File: config.mk
export PLATFORM = sky130hd
export DESIGN_NAME = adsr_envelope_flat
export DESIGN_NICKNAME = d
export VERILOG_FILES = /design/src/rtl/adsr_envelope_pkg.sv /design/src/rtl/adsr_envelope_if.sv /design/src/rtl/adsr_envelope_env_scale.sv /design/src/rtl/adsr_envelope.sv /design/src/flat_wrapper.sv
export SDC_FILE = /design/constraint.sdc
export NUM_CORES = 1
export LEC_CHECK = 0
export BUFFER_PORTS_ARGS = -buffer_cell sky130_fd_sc_hd__buf_2
export CELL_PAD_IN_SITES_DETAIL_PLACEMENT = 0
export CELL_PAD_IN_SITES_GLOBAL_PLACEMENT = 1
export CORE_MARGIN = 4
export CORE_UTILIZATION = 45
export CTS_BUF_LIST = sky130_fd_sc_hd__clkbuf_8
export DETAILED_ROUTE_END_ITERATION = 8
export PLACE_DENSITY = 0.86
export SYNTH_ARGS = -nofsm -noshare
export SYNTH_HDL_FRONTEND = slang
export SYNTH_SLANG_ARGS = --single-unit
File: constraint.sdc
create_clock -name clk_in -period 6.7 [get_ports clk_in]
set_clock_uncertainty 0.15 [all_clocks]
set_input_delay 1.675 -clock clk_in [delete_from_list [all_inputs] [get_ports clk_in]]
set_output_delay 1.675 -clock clk_in [all_outputs]
set_load 0.01 [all_outputs]
File: src/rtl/adsr_envelope_pkg.sv
// rtl/adsr_envelope_pkg.sv - shared widths, envelope states and helpers for the ADSR amplitude stage
package adsr_envelope_pkg;

  localparam int ENV_WIDTH   = 16;
  localparam int RATE_WIDTH  = 16;
  localparam int SYNTH_WIDTH = 24;

  localparam logic [ENV_WIDTH-1:0] ENV_MAX = '1;

  typedef enum logic [2:0] {
    ENV_IDLE,
    ENV_ATTACK,
    ENV_DECAY,
    ENV_SUSTAIN,
    ENV_RELEASE
  } env_state_t;

  // One guard bit above the level so steps can detect overflow/underflow.
  function automatic logic [ENV_WIDTH:0] widen_rate(input logic [RATE_WIDTH-1:0] rate);
    return (ENV_WIDTH+1)'(rate);
  endfunction

endpackage

File: src/rtl/adsr_envelope_if.sv
// rtl/adsr_envelope_if.sv - control, sample and envelope signals between the synth core and the ADSR stage
interface adsr_envelope_if;
  import adsr_envelope_pkg::*;

  logic                          sample_tick_in;
  logic                          gate_in;
  logic [RATE_WIDTH-1:0]         attack_rate_in;
  logic [RATE_WIDTH-1:0]         decay_rate_in;
  logic [ENV_WIDTH-1:0]          sustain_level_in;
  logic [RATE_WIDTH-1:0]         release_rate_in;
  logic signed [SYNTH_WIDTH-1:0] val_in;
  logic signed [SYNTH_WIDTH-1:0] val_out;
  logic [ENV_WIDTH-1:0]          env_out;
  logic                          active_out;

  modport master (
    output sample_tick_in, gate_in, attack_rate_in, decay_rate_in,
           sustain_level_in, release_rate_in, val_in,
    input  val_out, env_out, active_out
  );

  modport slave (
    input  sample_tick_in, gate_in, attack_rate_in, decay_rate_in,
           sustain_level_in, release_rate_in, val_in,
    output val_out, env_out, active_out
  );

endinterface

File: src/rtl/adsr_envelope_env_scale.sv
// rtl/adsr_envelope_env_scale.sv - two-stage signed sample times unsigned envelope multiply
module env_scale
  import adsr_envelope_pkg::*;
(
  input  logic                          clk_in,
  input  logic                          rst_in,
  input  logic signed [SYNTH_WIDTH-1:0] val,
  input  logic [ENV_WIDTH-1:0]          level,
  output logic signed [SYNTH_WIDTH-1:0] val_out
);

  localparam int PW = SYNTH_WIDTH + ENV_WIDTH + 1;

  logic signed [PW-1:0] val_ext;
  logic signed [PW-1:0] level_ext;
  logic signed [PW-1:0] prod;

  assign val_ext   = {{(ENV_WIDTH+1){val[SYNTH_WIDTH-1]}}, val};
  assign level_ext = {{(SYNTH_WIDTH+1){1'b0}}, level};

  // Envelope scale is below 1.0, so the shifted product always fits SYNTH_WIDTH.
  always_ff @(posedge clk_in or negedge rst_in) begin
    if (!rst_in) begin
      prod    <= '0;
      val_out <= '0;
    end else begin
      prod    <= val_ext * level_ext;
      val_out <= SYNTH_WIDTH'(prod >>> ENV_WIDTH);
    end
  end

endmodule

File: src/rtl/adsr_envelope.sv
// rtl/adsr_envelope.sv - ADSR envelope generator driving the oscillator amplitude scaler
module adsr_envelope
  import adsr_envelope_pkg::*;
(
  input  logic             clk_in,
  input  logic             rst_in,
  adsr_envelope_if.slave   bus
);

  env_state_t           state;
  logic [ENV_WIDTH-1:0] level;
  logic                 gate_d;

  logic                 gate_rise;
  logic                 gate_fall;
  logic [ENV_WIDTH:0]   attack_sum;
  logic [ENV_WIDTH:0]   decay_next;
  logic [ENV_WIDTH:0]   release_next;
  logic                 attack_done;
  logic                 decay_done;
  logic                 release_done;

  assign gate_rise = bus.gate_in & ~gate_d;
  assign gate_fall = ~bus.gate_in & gate_d;

  always_comb begin
    attack_sum   = {1'b0, level} + widen_rate(bus.attack_rate_in);
    decay_next   = {1'b0, level} - widen_rate(bus.decay_rate_in);
    release_next = {1'b0, level} - widen_rate(bus.release_rate_in);
    attack_done  = attack_sum >= {1'b0, ENV_MAX};
    // Guard bit set means the subtraction wrapped below zero.
    decay_done   = decay_next[ENV_WIDTH] || (decay_next[ENV_WIDTH-1:0] <= bus.sustain_level_in);
    release_done = release_next[ENV_WIDTH] || (release_next[ENV_WIDTH-1:0] == '0);
  end

  always_ff @(posedge clk_in or negedge rst_in) begin
    if (!rst_in) begin
      state  <= ENV_IDLE;
      level  <= '0;
      gate_d <= 1'b0;
    end else begin
      gate_d <= bus.gate_in;
      if (gate_rise) begin
        state <= ENV_ATTACK;
      end else if (gate_fall && (state == ENV_ATTACK || state == ENV_DECAY || state == ENV_SUSTAIN)) begin
        state <= ENV_RELEASE;
      end else if (bus.sample_tick_in) begin
        unique case (state)
          ENV_ATTACK: begin
            if (attack_done) begin
              level <= ENV_MAX;
              state <= ENV_DECAY;
            end else begin
              level <= attack_sum[ENV_WIDTH-1:0];
            end
          end
          ENV_DECAY: begin
            if (decay_done) begin
              level <= bus.sustain_level_in;
              state <= ENV_SUSTAIN;
            end else begin
              level <= decay_next[ENV_WIDTH-1:0];
            end
          end
          ENV_SUSTAIN: level <= bus.sustain_level_in;
          ENV_RELEASE: begin
            if (release_done) begin
              level <= '0;
              state <= ENV_IDLE;
            end else begin
              level <= release_next[ENV_WIDTH-1:0];
            end
          end
          ENV_IDLE: level <= '0;
          default: begin
            level <= '0;
            state <= ENV_IDLE;
          end
        endcase
      end
    end
  end

  assign bus.env_out    = level;
  assign bus.active_out = (state != ENV_IDLE);

  env_scale u_env_scale (
    .clk_in  (clk_in),
    .rst_in  (rst_in),
    .val     (bus.val_in),
    .level   (level),
    .val_out (bus.val_out)
  );

endmodule

File: src/flat_wrapper.sv
// flat-port wrapper written by rule: the top's interface ports become plain ports
module adsr_envelope_flat import adsr_envelope_pkg::*;
  (clk_in, rst_in, bus_sample_tick_in, bus_gate_in, bus_attack_rate_in, bus_decay_rate_in, bus_sustain_level_in, bus_release_rate_in, bus_val_in, bus_val_out, bus_env_out, bus_active_out);
  adsr_envelope_if bus_i ();
  input  logic clk_in;
  input  logic rst_in;
  input wire logic [$bits(bus_i.sample_tick_in)-1:0] bus_sample_tick_in;
  input wire logic [$bits(bus_i.gate_in)-1:0] bus_gate_in;
  input wire logic [$bits(bus_i.attack_rate_in)-1:0] bus_attack_rate_in;
  input wire logic [$bits(bus_i.decay_rate_in)-1:0] bus_decay_rate_in;
  input wire logic [$bits(bus_i.sustain_level_in)-1:0] bus_sustain_level_in;
  input wire logic [$bits(bus_i.release_rate_in)-1:0] bus_release_rate_in;
  input wire logic [$bits(bus_i.val_in)-1:0] bus_val_in;
  output wire logic [$bits(bus_i.val_out)-1:0] bus_val_out;
  output wire logic [$bits(bus_i.env_out)-1:0] bus_env_out;
  output wire logic [$bits(bus_i.active_out)-1:0] bus_active_out;
  assign bus_i.sample_tick_in = bus_sample_tick_in;
  assign bus_i.gate_in = bus_gate_in;
  assign bus_i.attack_rate_in = bus_attack_rate_in;
  assign bus_i.decay_rate_in = bus_decay_rate_in;
  assign bus_i.sustain_level_in = bus_sustain_level_in;
  assign bus_i.release_rate_in = bus_release_rate_in;
  assign bus_i.val_in = bus_val_in;
  assign bus_val_out = bus_i.val_out;
  assign bus_env_out = bus_i.env_out;
  assign bus_active_out = bus_i.active_out;
  adsr_envelope u_core (.clk_in(clk_in), .rst_in(rst_in), .bus(bus_i));
endmodule
==> metrics.md, run 1 <==
| Metric | Value |
|---|---|
| Post-Syn Instances | 2019 |
| Total CTS buffers | 9 |
| Largest net degree at the start of global routing | 51 |
| Tcrit/Tclk final | 106% |
| I/O Buffers | 132 |
| PwrDens | 175 nW/um^2 |
| Fin area | 21300 um^2 |
| Worst-Margin Slew | 1.23 ns |
| DP HPWL | 41100 um |
| Syn Std Cell Area | 18200 um^2 |
| Critical Path RT | 6.83 ns |
| Worst path bufs/invs | 5 |
| Placed inst area | 20600 um^2 |
| Antenna-violating nets left | 0 |
| Crit path max-delay family | adder cells |
| Layout cells sized above 1 | 18.6% |
| Distinct cells, synth | 66 |
| Sink Count | 68 |
| Pwr Total | 3.74 mW |
| Setup Crit Path Kind | primary input to flop |
| Via-to-Cell Ratio | 5.17 |
| Routed via count | 14466 |
| Hold Vio Cnt, Final | 0 |
| WL final | 49300 um |
| Die Y | 209 um |
| CTS max path bufs | 2 |
| CP Data Arrival Time | 7.20 ns |
| CORE AREA | 39800 um^2 |
| Failing checks | negative setup slack |
| Post-synth EDFFs | 0 |
| Ys flop type | dfrtp_1 |
| Initial DRC count | 857 |
| Most frequent cells in the layout | 471 x inv_1, 358 x fa_1, 273 x nand2_1 |
| Net count, final | 2892 |
| Final Slew Violations | 0 |
| Max Freq | 141 MHz |
| RePlAce Congestion | 0.911 |
| TritonRoute pass-1 iters | 7 |
| Synth-to-Final Area Change | 17.4% |
| Critical path launch point type | primary input |
| Initial Util | 45.7% |
| RSZ-0062 raised after global routing | yes |
| H-Tree Depth | 3 |
| Synthesized area per cell | 9.01 um^2 |
| Tightest Hold Check Type | flop to flop |
| Max_cap viols | 0 |
| Worst-path cell chain | buf_6, and2_4, fa_1, inv_1, fa_1, fa_1, inv_2, fa_1, fa_1, inv_2, fa_1, inv_2, ha_4, a21o_1, a21o_1, a21o_1, a221o_1, a31o_4, o21ai_4, a31oi_4, a21oi_2, o21bai_1, xnor2_1 |
| Remaining DRCs | 0 |
| Status | finished with violations |
| P_leak | 11.7 nW |
| CTS tree | built |
| DP Worst Slack | -0.993 ns |
| CP endpoint kind | flop |
| YS warnings | 0 |
| Ys async rst share | 100% |
| CP Max Fanout | 14 |
| Number of antenna cells inserted | 0 |
| Hold buffers post-CTS | 0 |
| Min Tclk post-route | 7.07 ns |
| Sequential element share of the synthesized area | 9.36% |
| Vias in the first global route | 15798 |
| Std-Cell Rows | 73 |
| Final count of negative-setup-slack endpoints | 17 |
| Crit-path max cell delay | 0.52 ns |
| Critical path's slowest cell | fa_1 |
| Total global routing track utilization | 23.0% |
| Most common cell after layout, fill and taps aside | inv_1 |
| First-pass GRT wire length | 80100 um |
| Post-synthesis register bit count | 68 |
| I/O pins | 133 |
| Total gr overflow | 0 |
| Routed WL per cell | 17.6 um |
| Final worst slack | -0.374 ns |
| Root buffer cell | clkbuf_8 |
| Most common cell on crit path | fa_1 |
| VDD IR-drop max | 0.149 mV |
| Die width | 209 um |
| Syn_nets | 2644 |
| Die area | 43700 um^2 |
| Worst slew margin | 17.6% |
| Clk slew on worst S/H paths | 0.08 ns |
| Worst skew pair latency | 0.44 ns |
| Antenna violations before repair | 0 |
[metal layers]
| layer | share of wire (%) | GRT usage [%] | vias up | routed length, um |
|---|---|---|---|---|
| met5 | 0 | 0 | - | 0 |
| li1 | - | - | 6660 | - |
| met2 | 50 | 39.5 | 360 | 24600 |
| met4 | 3.3 | 7.79 | 0 | 1630 |
| met3 | 3.9 | 2.91 | 89 | 1930 |
| met1 | 43 | 30.1 | 7357 | 21100 |
[area by class of cell]
type                            count  area [um^2]
Clock inverter                      7          140
Sequential cell                    68         1700
Clock buffer                        9          124
Fill cell                        3710        18500
Inverter                          481         1810
Multi-Input combinational cell   1398        14800
Timing Repair Buffer              309         2150
Tap cell                          525          657
[power by group]
group          total, mW  switching (mW)  leakage, nW  internal, mW
clock              0.490           0.206        0.131         0.284
sequential         0.560          0.0602        0.922         0.500
combinational       2.69            1.50         10.6          1.19
[logic make-up (layout without fill, tap and decap cells)]
family / Yosys count / in the layout / share of synthesized area [%]
simple gates: 557 / 557 / 14.9
buf+inv: 553 / 806 / 11.4
fa+ha+maj: 533 / 533 / 52.1
compound gates: 232 / 232 / 8.53
xor+xnor: 70 / 70 / 3.37
flops: 68 / 68 / 9.36
mux: 6 / 6 / 0.344
[synth_stat cells, types with 5 or more instances]
library cell / number / area, um^2
inv_1: 481 / 1810
fa_1: 373 / 7470
nand2_1: 281 / 1050
ha_1: 160 / 2000
and2_1: 153 / 957
clkbuf_1: 72 / 270
dfrtp_1: 68 / 1700
a21oi_1: 56 / 280
o21ai_0: 42 / 210
xnor2_1: 39 / 342
nor2_1: 38 / 143
xor2_1: 31 / 272
a21o_1: 23 / 173
a31oi_1: 19 / 119
nor3_1: 14 / 70.1
o21a_1: 11 / 82.6
a222oi_1: 9 / 90.1
o211ai_1: 9 / 67.6
a22o_1: 8 / 70.1
and3_1: 8 / 50.1
nand2b_1: 8 / 50.1
nand3_1: 8 / 40.0
o21bai_1: 8 / 60.1
nand4_1: 7 / 43.8
and4_1: 6 / 52.6
nor2b_1: 6 / 37.5
a211oi_1: 5 / 37.5
a22oi_1: 5 / 37.5
or3_1: 5 / 31.3
[flip-flops by register name (all words and copies together), names as in the netlist]
signal	flops
u_core.u_env_scale.prod	24
u_core.gate_d	1
u_core.bus.env_out	16
u_core.state	3
u_core.u_env_scale.val_out	24
[repair_timing]
action / CTS / global route
setup endpoints to repair: 19 / 20
setup buffers: 5 / 9
endpoints found under the hold margin: 0 / 0
pin swaps: 25 / 42
resized for setup: 55 / 51
[final timing paths]
kind,start,endpoint,slack (ns),cells past startpoint
max,bus_val_in[13],u_core.u_env_scale.prod[39],-0.37,23
min,u_core.u_env_scale.prod[36],u_core.u_env_scale.val_out[20],0.20,0
max reg2reg,u_core.bus.env_out[3],u_core.u_env_scale.prod[39],0.14,21
min reg2reg,u_core.u_env_scale.prod[36],u_core.u_env_scale.val_out[20],0.20,0
max in group asynchronous,rst_in,u_core.bus.env_out[3],4.40,2
min in group asynchronous,rst_in,u_core.u_env_scale.prod[25],0.94,1
[metrics by stage]
| stage | utilization (%) | instances | setup TNS, ns | hold slack, ns |
|---|---|---|---|---|
| finish | 53.6 | 2797 | -4.04 | 0.199 |
| global route | 53.6 | 2797 | -5.96 | 0.206 |
| CTS | 52.9 | 2790 | -3.53 | 0.201 |
| detailed placement | 51.7 | 2769 | -14.68 | 0.185 |
| global placement | 51.7 | 2769 | -12.45 | 0.183 |
| floorplan | - | 2019 | -2.89 | 0.181 |
(Power assumes the default switching activity.)
==> inputs of run 2 (changes only) <==
--- a/config.mk
+++ b/config.mk
@@ -5,14 +5,15 @@
 export SDC_FILE = /design/constraint.sdc
 export NUM_CORES = 1
 export LEC_CHECK = 0
+export ABC_AREA = 1
 export BUFFER_PORTS_ARGS = -buffer_cell sky130_fd_sc_hd__buf_2
 export CELL_PAD_IN_SITES_DETAIL_PLACEMENT = 0
 export CELL_PAD_IN_SITES_GLOBAL_PLACEMENT = 1
 export CORE_MARGIN = 4
-export CORE_UTILIZATION = 45
+export CORE_UTILIZATION = 43
 export CTS_BUF_LIST = sky130_fd_sc_hd__clkbuf_8
 export DETAILED_ROUTE_END_ITERATION = 8
-export PLACE_DENSITY = 0.86
+export PLACE_DENSITY = 0.85
 export SYNTH_ARGS = -nofsm -noshare
 export SYNTH_HDL_FRONTEND = slang
 export SYNTH_SLANG_ARGS = --single-unit
==> run 2 against run 1 <==
Area after synthesis grew 9.9%; critical path depth shrank 3; via count grew 20%; critical endpoint is now u_core.u_env_scale.prod[37]; count of clock-buffer cells in the layout is the same; global-route usage grew 0.42 points; critical path type unchanged; the run still ends with negative setup slack left; register-to-register slack gained 0.12 ns; sequential share of layout area shrank 0.83 points; flip-flop and latch count is the same; utilization shrank 1.4 points; hold slack gained 0.0051 ns; first-iteration DRC count grew 19%.
==> metrics.md, run 2 <==
| Metric | Value |
|---|---|
| Status | finished with violations |
| Failing checks | negative setup slack |
| Post-synth EDFFs | 0 |
| CP Data Arrival Time | 6.88 ns |
| Critical path launch point type | primary input |
| Sink Count | 68 |
| CTS max path bufs | 2 |
| Fill cells | 4391 |
| Critical Path RT | 6.79 ns |
| Via-to-Cell Ratio | 4.91 |
| Antenna-violating nets left | 0 |
| Ys flop type | dfrtp_1 |
| CP endpoint kind | flop |
| Die Y | 224 um |
| Post-Syn Instances | 2684 |
| Die area | 50000 um^2 |
| First-pass GRT wire length | 94800 um |
| Worst skew pair latency | 0.40 ns |
| Routed via count | 17428 |
| Initial Util | 43.7% |
| Total CTS buffers | 9 |
| RePlAce Congestion | 1.02 |
| Std-Cell Rows | 78 |
| Final worst slack | -0.0858 ns |
| Top-count cell post-synth | inv_1 |
| Hold Vio Cnt, Final | 0 |
| Initial DRC count | 1024 |
| Vias in the first global route | 18489 |
| Max_cap viols | 0 |
| Final count of negative-setup-slack endpoints | 1 |
| Most frequent cells after synthesis | 750 x inv_1, 721 x nand2_1, 373 x fa_1, 160 x ha_1, 115 x a21oi_1 |
| YS warnings | 0 |
| RSZ-0062 raised after global routing | yes |
| Ys async rst share | 100% |
| Tcrit/Tclk final | 101% |
| CTS tree | built |
| Sequential element share of the synthesized area | 8.52% |
| Number of antenna cells inserted | 0 |
| CP Max Fanout | 10 |
| DP HPWL | 49300 um |
| Worst-Margin Slew | 0.915 ns |
| I/O pins | 133 |
| Synth area leaders | fa_1 37%, inv_1 14%, nand2_1 14%, ha_1 10%, dfrtp_1 8.5% |
| Setup Crit Path Kind | primary input to flop |
| Distinct cells, synth | 41 |
| Root buffer cell | clkbuf_8 |
| Clk slew on worst S/H paths | 0.09 ns |
| Die width | 224 um |
| WL final | 57400 um |
| Syn_nets | 3309 |
| Worst slew margin | 39.0% |
| Remaining DRCs | 0 |
| Post-synthesis register bit count | 68 |
| Setup total negative slack | -0.0858 ns |
| Net count, final | 3568 |
| Min Tclk post-route | 6.79 ns |
| Synth top area share | 37.4% |
| CORE AREA | 45700 um^2 |
| H-Tree Depth | 3 |
| I/O Buffers | 132 |
| Synthesized area per cell | 7.44 um^2 |
| R2r setup slk | 0.26 ns |
| Total gr overflow | 0 |
| Max Freq | 147 MHz |
| Total global routing track utilization | 23.4% |
| Tightest Hold Check Type | flop to flop |
| Synth-to-Final Area Change | 19.3% |
| Layout cells sized above 1 | 17.8% |
| Most common cell after layout, fill and taps aside | inv_1 |
| Syn Std Cell Area | 20000 um^2 |
| Antenna violations before repair | 0 |
| Largest net degree at the start of global routing | 69 |
| Largest area contributor in the netlist | fa_1 |
| TritonRoute pass-1 iters | 5 |
| Final Slew Violations | 0 |
| Routed WL per cell | 16.2 um |
| DP Worst Slack | -0.823 ns |
| Most frequent cells in the layout | 732 x inv_1, 696 x nand2_1, 360 x fa_1 |
[run 2: cell count changes after synthesis, sizes merged, moves of 12 or more]
| cell | previous run | this run |
|---|---|---|
| inv | 481 | 751 |
| nor2 | 38 | 108 |
| clkbuf | 72 | 95 |
| nand2 | 281 | 727 |
| and2 | 154 | 3 |
| a21oi | 57 | 115 |
| nand3b | 1 | 13 |
| nand3 | 8 | 71 |
| a21o | 25 | 5 |
[run 2: metal layers]
layer  part of all wire (%)  global-route usage (%)  up-vias  wire length, um
met3                    4.8                    2.45       74             2730
met1                     45                    33.2     8588            25900
li1                       -                       -     8300                -
met5                      0                       0        -                0
met2                     48                    39.1      466            27500
met4                    2.1                    5.19        0             1230
[run 2: repair_timing]
item,4_1_cts,5_1_grt
setup buffers,6,6
hold buffers,0,0
gates resized for setup,70,132
pin swaps,43,76
endpoints found under the setup margin,8,20
[run 2: final timing paths]
kind | cells past startpoint | startpoint | to
setup / recovery | 20 | bus_val_in[18] | u_core.u_env_scale.prod[37]
hold / removal | 0 | u_core.u_env_scale.prod[23] | u_core.u_env_scale.val_out[7]
setup reg to reg | 19 | u_core.bus.env_out[13] | u_core.u_env_scale.prod[37]
hold reg to reg | 0 | u_core.u_env_scale.prod[23] | u_core.u_env_scale.val_out[7]
max in group asynchronous | 1 | rst_in | u_core.bus.env_out[4]
min in group asynchronous | 1 | rst_in | u_core.u_env_scale.prod[16]
[run 2: kinds of logic (layout without fill, tap and decap cells)]
group | count (synthesis) | in the layout | synth area share [%]
flip-flops | 68 | 68 | 8.52
adder cells (fa/ha/maj) | 533 | 533 | 47.4
buffers and inverters | 854 | 1118 | 16.2
XOR/XNOR | 58 | 58 | 2.54
AND/OR/NAND/NOR | 947 | 947 | 19.1
AO/OA/AOI/OAI | 224 | 224 | 6.23
[run 2: area by class of cell]
| class | count | area, um^2 | share of cell area (%) |
|---|---|---|---|
| sequential | 68 | 1700 | 7.14 |
| timing repair buffer | 351 | 2520 | 10.6 |
| multi-input combinational | 1762 | 15800 | 66.4 |
| clock inverter | 7 | 82.6 | 0.346 |
| tap | 600 | 751 | 3.15 |
| inverter | 751 | 2820 | 11.8 |
| clock buffer | 9 | 124 | 0.520 |
[run 2: worst max-delay path, stage by stage]
cell and delay, ns:
buf_6 0.13, buf_4 0.12, buf_4 0.10, nand2_1 0.06
fa_1 0.50, inv_1 0.06, fa_1 0.55, fa_1 0.46
fa_1 0.53, fa_1 0.50, inv_1 0.05, fa_1 0.48
inv_1 0.07, ha_4 0.23, a21o_1 0.22, a31oi_4 0.18
o221ai_1 0.16, a31oi_1 0.26, o211ai_1 0.28, xor2_1 0.25
[run 2: metrics by stage]
step	cells	area [um^2]	utilization, %	hold slack, ns
floorplan	2684	20400	-	0.181
global placement	3522	22800	49.9	0.188
detailed placement	3522	22800	49.9	0.185
CTS	3543	23300	51.0	0.207
global route	3548	23800	52.2	0.210
finish	3548	23800	52.2	0.205
Power of run 2 is not shown: default switching activity piles up to over one toggle a cycle in this logic, so the estimate is an artifact.
